**config.mk**
```make
export PLATFORM = sky130hd
export DESIGN_NAME = uart_rx_os
export DESIGN_NICKNAME = d
export VERILOG_FILES = /design/src/rtl/uart_pkg.sv /design/src/rtl/rx_sync_edge.sv /design/src/rtl/uart_rx_os.sv
export SDC_FILE = /design/constraint.sdc
export NUM_CORES = 1
export LEC_CHECK = 0
export CAP_MARGIN = 20
export CORE_MARGIN = 5
export CORE_UTILIZATION = 49
export DETAILED_ROUTE_END_ITERATION = 16
export PLACE_DENSITY = 0.77
export RECOVER_POWER = 25
export SLEW_MARGIN = 15
export SYNTH_ARGS = -nofsm -noshare
export SYNTH_HDL_FRONTEND = slang
export SYNTH_SLANG_ARGS = --single-unit
```
**constraint.sdc**
```tcl
create_clock -name clk -period 1.73 [get_ports clk]
set_input_delay 0.346 -clock clk [delete_from_list [all_inputs] [get_ports clk]]
set_output_delay 0.346 -clock clk [all_outputs]
set_load 0.03 [all_outputs]
```
**src/rtl/uart_pkg.sv**
```systemverilog
// Shared UART definitions: FSM state encoding, default frame constants and counter widths.
// Used by the receiver now and by the planned uart_tx.
package uart_pkg;

  typedef enum logic [2:0] {
    IDLE,
    START,
    DATA,
    PARITY,
    STOP
  } uart_state_t;

  localparam int unsigned OS_DEF      = 16;
  localparam int unsigned DBIT_DEF    = 8;
  localparam int unsigned SB_TICK_DEF = 16;

  // Bits needed to hold a count 0..n-1, never narrower than one bit.
  function automatic int unsigned cnt_w(input int unsigned n);
    return (n < 2) ? 1 : $clog2(n);
  endfunction

  localparam int unsigned S_W_DEF = cnt_w(SB_TICK_DEF);
  localparam int unsigned N_W_DEF = cnt_w(DBIT_DEF);

endpackage

```
**src/rtl/rx_sync_edge.sv**
```systemverilog
// Two-flop synchroniser for the asynchronous rx pin, idle-high on reset,
// plus a registered falling-edge strobe aligned with the synchronised level.
module rx_sync_edge (
  input  logic clk,
  input  logic rst,
  input  logic rx,
  output logic rx_s,
  output logic fall
);

  logic rx_meta;

  // fall is computed from the previous rx_s and the value about to enter rx_s.
  always_ff @(posedge clk) begin
    if (rst) begin
      rx_meta <= 1'b1;
      rx_s    <= 1'b1;
      fall    <= 1'b0;
    end else begin
      rx_meta <= rx;
      rx_s    <= rx_meta;
      fall    <= rx_s & ~rx_meta;
    end
  end

endmodule

```
**src/rtl/uart_rx_os.sv**
```systemverilog
// 16x-oversampling 8N1 UART receiver with framing status.
// Optional parity stage compiled in with UART_RX_PARITY_EN (adds PARITY_ODD parameter).
module uart_rx_os
  import uart_pkg::*;
#(
  parameter int unsigned DBIT    = DBIT_DEF,
  parameter int unsigned OS      = OS_DEF,
  parameter int unsigned SB_TICK = SB_TICK_DEF
`ifdef UART_RX_PARITY_EN
  ,
  parameter bit          PARITY_ODD = 1'b0
`endif
) (
  input  logic            clk,
  input  logic            rst,
  input  logic            s_tick,
  input  logic            rx,
  output logic [DBIT-1:0] dout,
  output logic            rx_done_tick,
  output logic            frame_err,
  output logic            parity_err,
  output logic            busy
);

  localparam int unsigned S_W = cnt_w((SB_TICK > OS) ? SB_TICK : OS);
  localparam int unsigned N_W = cnt_w(DBIT);

  uart_state_t     state;
  logic [S_W-1:0]  s;
  logic [N_W-1:0]  n;
  logic [DBIT-1:0] shreg;
  logic            stop_r;
  logic            stop_val_c;
  logic            rx_s;
  logic            fall;

  rx_sync_edge u_sync (
    .clk  (clk),
    .rst  (rst),
    .rx   (rx),
    .rx_s (rx_s),
    .fall (fall)
  );

  // Stop-bit level at its midpoint; used directly when the frame ends on that same tick.
  assign stop_val_c = (s == S_W'(OS - 1)) ? rx_s : stop_r;

`ifdef UART_RX_PARITY_EN
  logic par_r;
`else
  assign parity_err = 1'b0;
`endif

  always_ff @(posedge clk) begin
    if (rst) begin
      state        <= IDLE;
      s            <= '0;
      n            <= '0;
      shreg        <= '0;
      stop_r       <= 1'b0;
      dout         <= '0;
      rx_done_tick <= 1'b0;
      frame_err    <= 1'b0;
      busy         <= 1'b0;
`ifdef UART_RX_PARITY_EN
      par_r        <= 1'b0;
      parity_err   <= 1'b0;
`endif
    end else begin
      rx_done_tick <= 1'b0;
      case (state)
        IDLE: begin
          if (fall) begin
            state <= START;
            s     <= '0;
            busy  <= 1'b1;
          end
        end
        // Half a bit in: a line that is high again was only a glitch.
        START: begin
          if (s_tick) begin
            if (s == S_W'(OS / 2 - 1)) begin
              if (!rx_s) begin
                state <= DATA;
                s     <= '0;
                n     <= '0;
              end else begin
                state <= IDLE;
                busy  <= 1'b0;
              end
            end else begin
              s <= s + S_W'(1);
            end
          end
        end
        DATA: begin
          if (s_tick) begin
            if (s == S_W'(OS - 1)) begin
              s     <= '0;
              shreg <= {rx_s, shreg[DBIT-1:1]};
              if (n == N_W'(DBIT - 1)) begin
`ifdef UART_RX_PARITY_EN
                state <= PARITY;
`else
                state <= STOP;
`endif
              end else begin
                n <= n + N_W'(1);
              end
            end else begin
              s <= s + S_W'(1);
            end
          end
        end
`ifdef UART_RX_PARITY_EN
        PARITY: begin
          if (s_tick) begin
            if (s == S_W'(OS - 1)) begin
              s     <= '0;
              par_r <= (^shreg) ^ rx_s ^ PARITY_ODD;
              state <= STOP;
            end else begin
              s <= s + S_W'(1);
            end
          end
        end
`endif
        STOP: begin
          if (s_tick) begin
            if (s == S_W'(OS - 1)) begin
              stop_r <= rx_s;
            end
            if (s == S_W'(SB_TICK - 1)) begin
              rx_done_tick <= 1'b1;
              dout         <= shreg;
              frame_err    <= ~stop_val_c;
`ifdef UART_RX_PARITY_EN
              parity_err   <= par_r;
`endif
              s            <= '0;
              state        <= IDLE;
              busy         <= 1'b0;
            end else begin
              s <= s + S_W'(1);
            end
          end
        end
        default: begin
          state <= IDLE;
          s     <= '0;
          busy  <= 1'b0;
        end
      endcase
    end
  end

endmodule

```
==> results.ini <==
[logic_synthesis]
synth_fa_ha_area_frac=0.02580
syn_area_per_cell_um2=9.038
ys_ff_latch=32
async_flop_share=0
synthMuxAreaShare=0.1316
synth_commonest_cells=dfxtp_1 (32), nor2_1 (26), mux2i_1 (18), nand2_1 (9), a21oi_1 (8)
ys.flop_type=dfxtp_1
yosysSeqAreaShare=0.4402
netlist_instances=161
synth_most_common_cell=dfxtp_1
synth-simple-area-share=0.2356
synth_fp_nets=168
synth_top_family_by_area=simple AND/OR/NAND/NOR gates
yosys.area.top_type=dfxtp_1
synthXorXnorAreaFrac=0.01204
netlist_area_um2=1455
synth_cell_type_count=45
yosysTopAreaCellShare=0.4402
yosys_warnings=0
synth-edff-count=0
yosys-top-cells-area=dfxtp_1 (44%), mux2i_1 (12%), nor2_1 (6.7%), a21oi_1 (2.8%), ha_1 (2.6%)
synth-compound-area-share=0.1032

[floorplan]
ioPinCount=16
die_area_um2=4160
fp.dieH_um=64.50
core_area_um2=2805
die_w_um=64.50
row_count=19
start_util=0.5187

[clocking]
clock-sinks=32
tritoncts=done
clock_latency_ns=0.32
clock-root-buffer=clkbuf_4
clock_path_buffers=2
h-tree-depth=2
cts-buffers-inserted=5
clkTransAtPathRegs_ns=0.10
postCtsHoldBufs=0

[pwr]
p_leak_nw=0.8121
ir_worst_vdd_uv=479.3
power_density_nw_per_um2=720.0

[worst_setup_path]
r2r_end=n[0]
path_class=flip-flop to flip-flop
cp_max_fo=3
cp.required_ns=1.97
worstReg2RegStart=n[0]
rr_worst_depth=6
start_kind=flip-flop
arrival_ns=2.08
crit_path_end_kind=flip-flop
reg2reg_slack_ns=-0.11

[place]
placed_cells=216
port_buffers=14
place_ws_ns=-0.2977
placed_cell_area_um2=1759
place.gp.congestion=0.8642
dp_hpwl_mm=2.309

[run_status]
violations=setup timing
status=complete, but fails checks

[layout]
fin_cells=229
fin_util=0.6789
final_area_um2=1904
diodes=0
nets=204
drive_gt1_frac=0.2626
areaGrowthSynthToFinish_pct=30.87

[routing]
routedWlPerCell_um=14.21
drtIter0Drc=99
wl_mm=3.253
final_antenna_net_count=0
firstDrtPassIters=4
via_per_inst=5.537
vias=1268
drc=0

[timing]
min_period_over_period=1.066
finalSetupTns_ns=-0.1331
rsz0062_at_grt=yes
finalHoldViolCount=0
maxSlewViolCount=0
fmax_mhz=542.0
finalClockSkew_ns=0.004829
setup_viol=3
period_needed_ns=1.845
fin_ws_ns=-0.1149

[global_route]
top_usage_layer=met2
grt_pass1_vias=1260
grt_pass1_wl_mm=5.347
met1_usage=0.1824
antenna_found_initial=0
grtUsageMet3=0.05354
grt_start_max_net_pins=19
grt_usage=0.1624
use_met2=0.2758
grt_overflow=0

[run]
maxCapViolations=0

[hold_path]
hold_path_class=flip-flop to flip-flop
hold_start=u_sync.rx_meta
hold-path-cell-count=1
worstHoldEndpoint=u_sync.rx_s

-- through the flow --
step / hold slack (ns) / total power [mW]
after floorplan: 0.4032 / 0.8116
after global placement: 0.4142 / 0.8443
after detailed placement: 0.4213 / 0.8474
after CTS: 0.4432 / 1.390
after global routing: 0.4750 / 1.448
final: 0.4373 / 1.371
-- per-layer routing --
metal  part of all wire  up-vias
met4             0.0058        0
met1               0.45      602
met3              0.040        2
met2               0.51       28
met5                  0        -
li1                   -      636
-- registers in the layout (all words and copies together), names as in the netlist --
signal          count
busy                1
u_sync.rx_meta      1
shreg               8
state               3
u_sync.fall         1
u_sync.rx_s         1
dout                8
frame_err           1
n                   3
rx_done_tick        1
s                   4
-- repair_timing --
action | CTS | global route
resized for setup | 2 | 27
pin swaps | 1 | 6
setup endpoints to repair | 4 | 23
hold endpoints to repair | 0 | 0
buffers inserted | 1 | 4
-- logic make-up (layout without fill, tap and decap cells) --
| group | after synthesis | count (layout) |
|---|---|---|
| simple gates | 66 | 66 |
| flops | 32 | 32 |
| compound gates | 23 | 23 |
| mux | 19 | 19 |
| buf+inv | 15 | 52 |
| fa+ha+maj | 3 | 3 |
| xor+xnor | 2 | 2 |
| other cells | 1 | 1 |
-- worst max-delay path by stage --
stage                start       to  depth (start not counted)
global placement    s_tick  dout[7]                          6
CTS                   n[0]     n[0]                          6
floorplan             s[1]  dout[7]                          7
finish                n[0]     n[0]                          6
global route          n[0]     n[0]                          6
detailed placement  s_tick  dout[5]                          6
-- layout by cell type (no fill, tap or decap), drive strengths merged, types with 3 or more instances in the layout --
cell type / synthesis / routed
inv: 5 / 5
or2: 3 / 3
a21oi: 8 / 8
mux2i: 18 / 18
dfxtp: 32 / 32
o21ai: 3 / 3
nand2: 9 / 9
buf: 5 / 24
ha: 3 / 3
nand4: 3 / 3
clkdlybuf4s50: 0 / 4
clkbuf: 5 / 13
or3: 3 / 3
nor2: 27 / 27
nand3: 5 / 5
-- power by group --
group	leakage, nW	internal [mW]	total, mW	switching (mW)
registers	0.263	0.738	0.744	0.00571
logic	0.507	0.0382	0.0860	0.0478
clock network	0.0422	0.303	0.541	0.238
total	0.812	1.08	1.37	0.292
-- layout make-up --
type,instances,area (µm²)
clock buffers,6,41.29
clock inverters,2,35.03
fillers,224,900.9
inverters,5,18.77
multi-input cells,114,807.0
flip-flops and latches,32,656.9
well taps,31,38.79
repair buffers,39,306.5
-- worst max-delay path, cell delays in order (launching register included) --
cell and delay [ns]:
dfxtp_2 0.35, ha_4 0.16, ha_4 0.15, nand3b_1 0.15, a221o_1 0.38, or3_1 0.39, a21oi_1 0.18
Power figures use the tool's default switching activity.
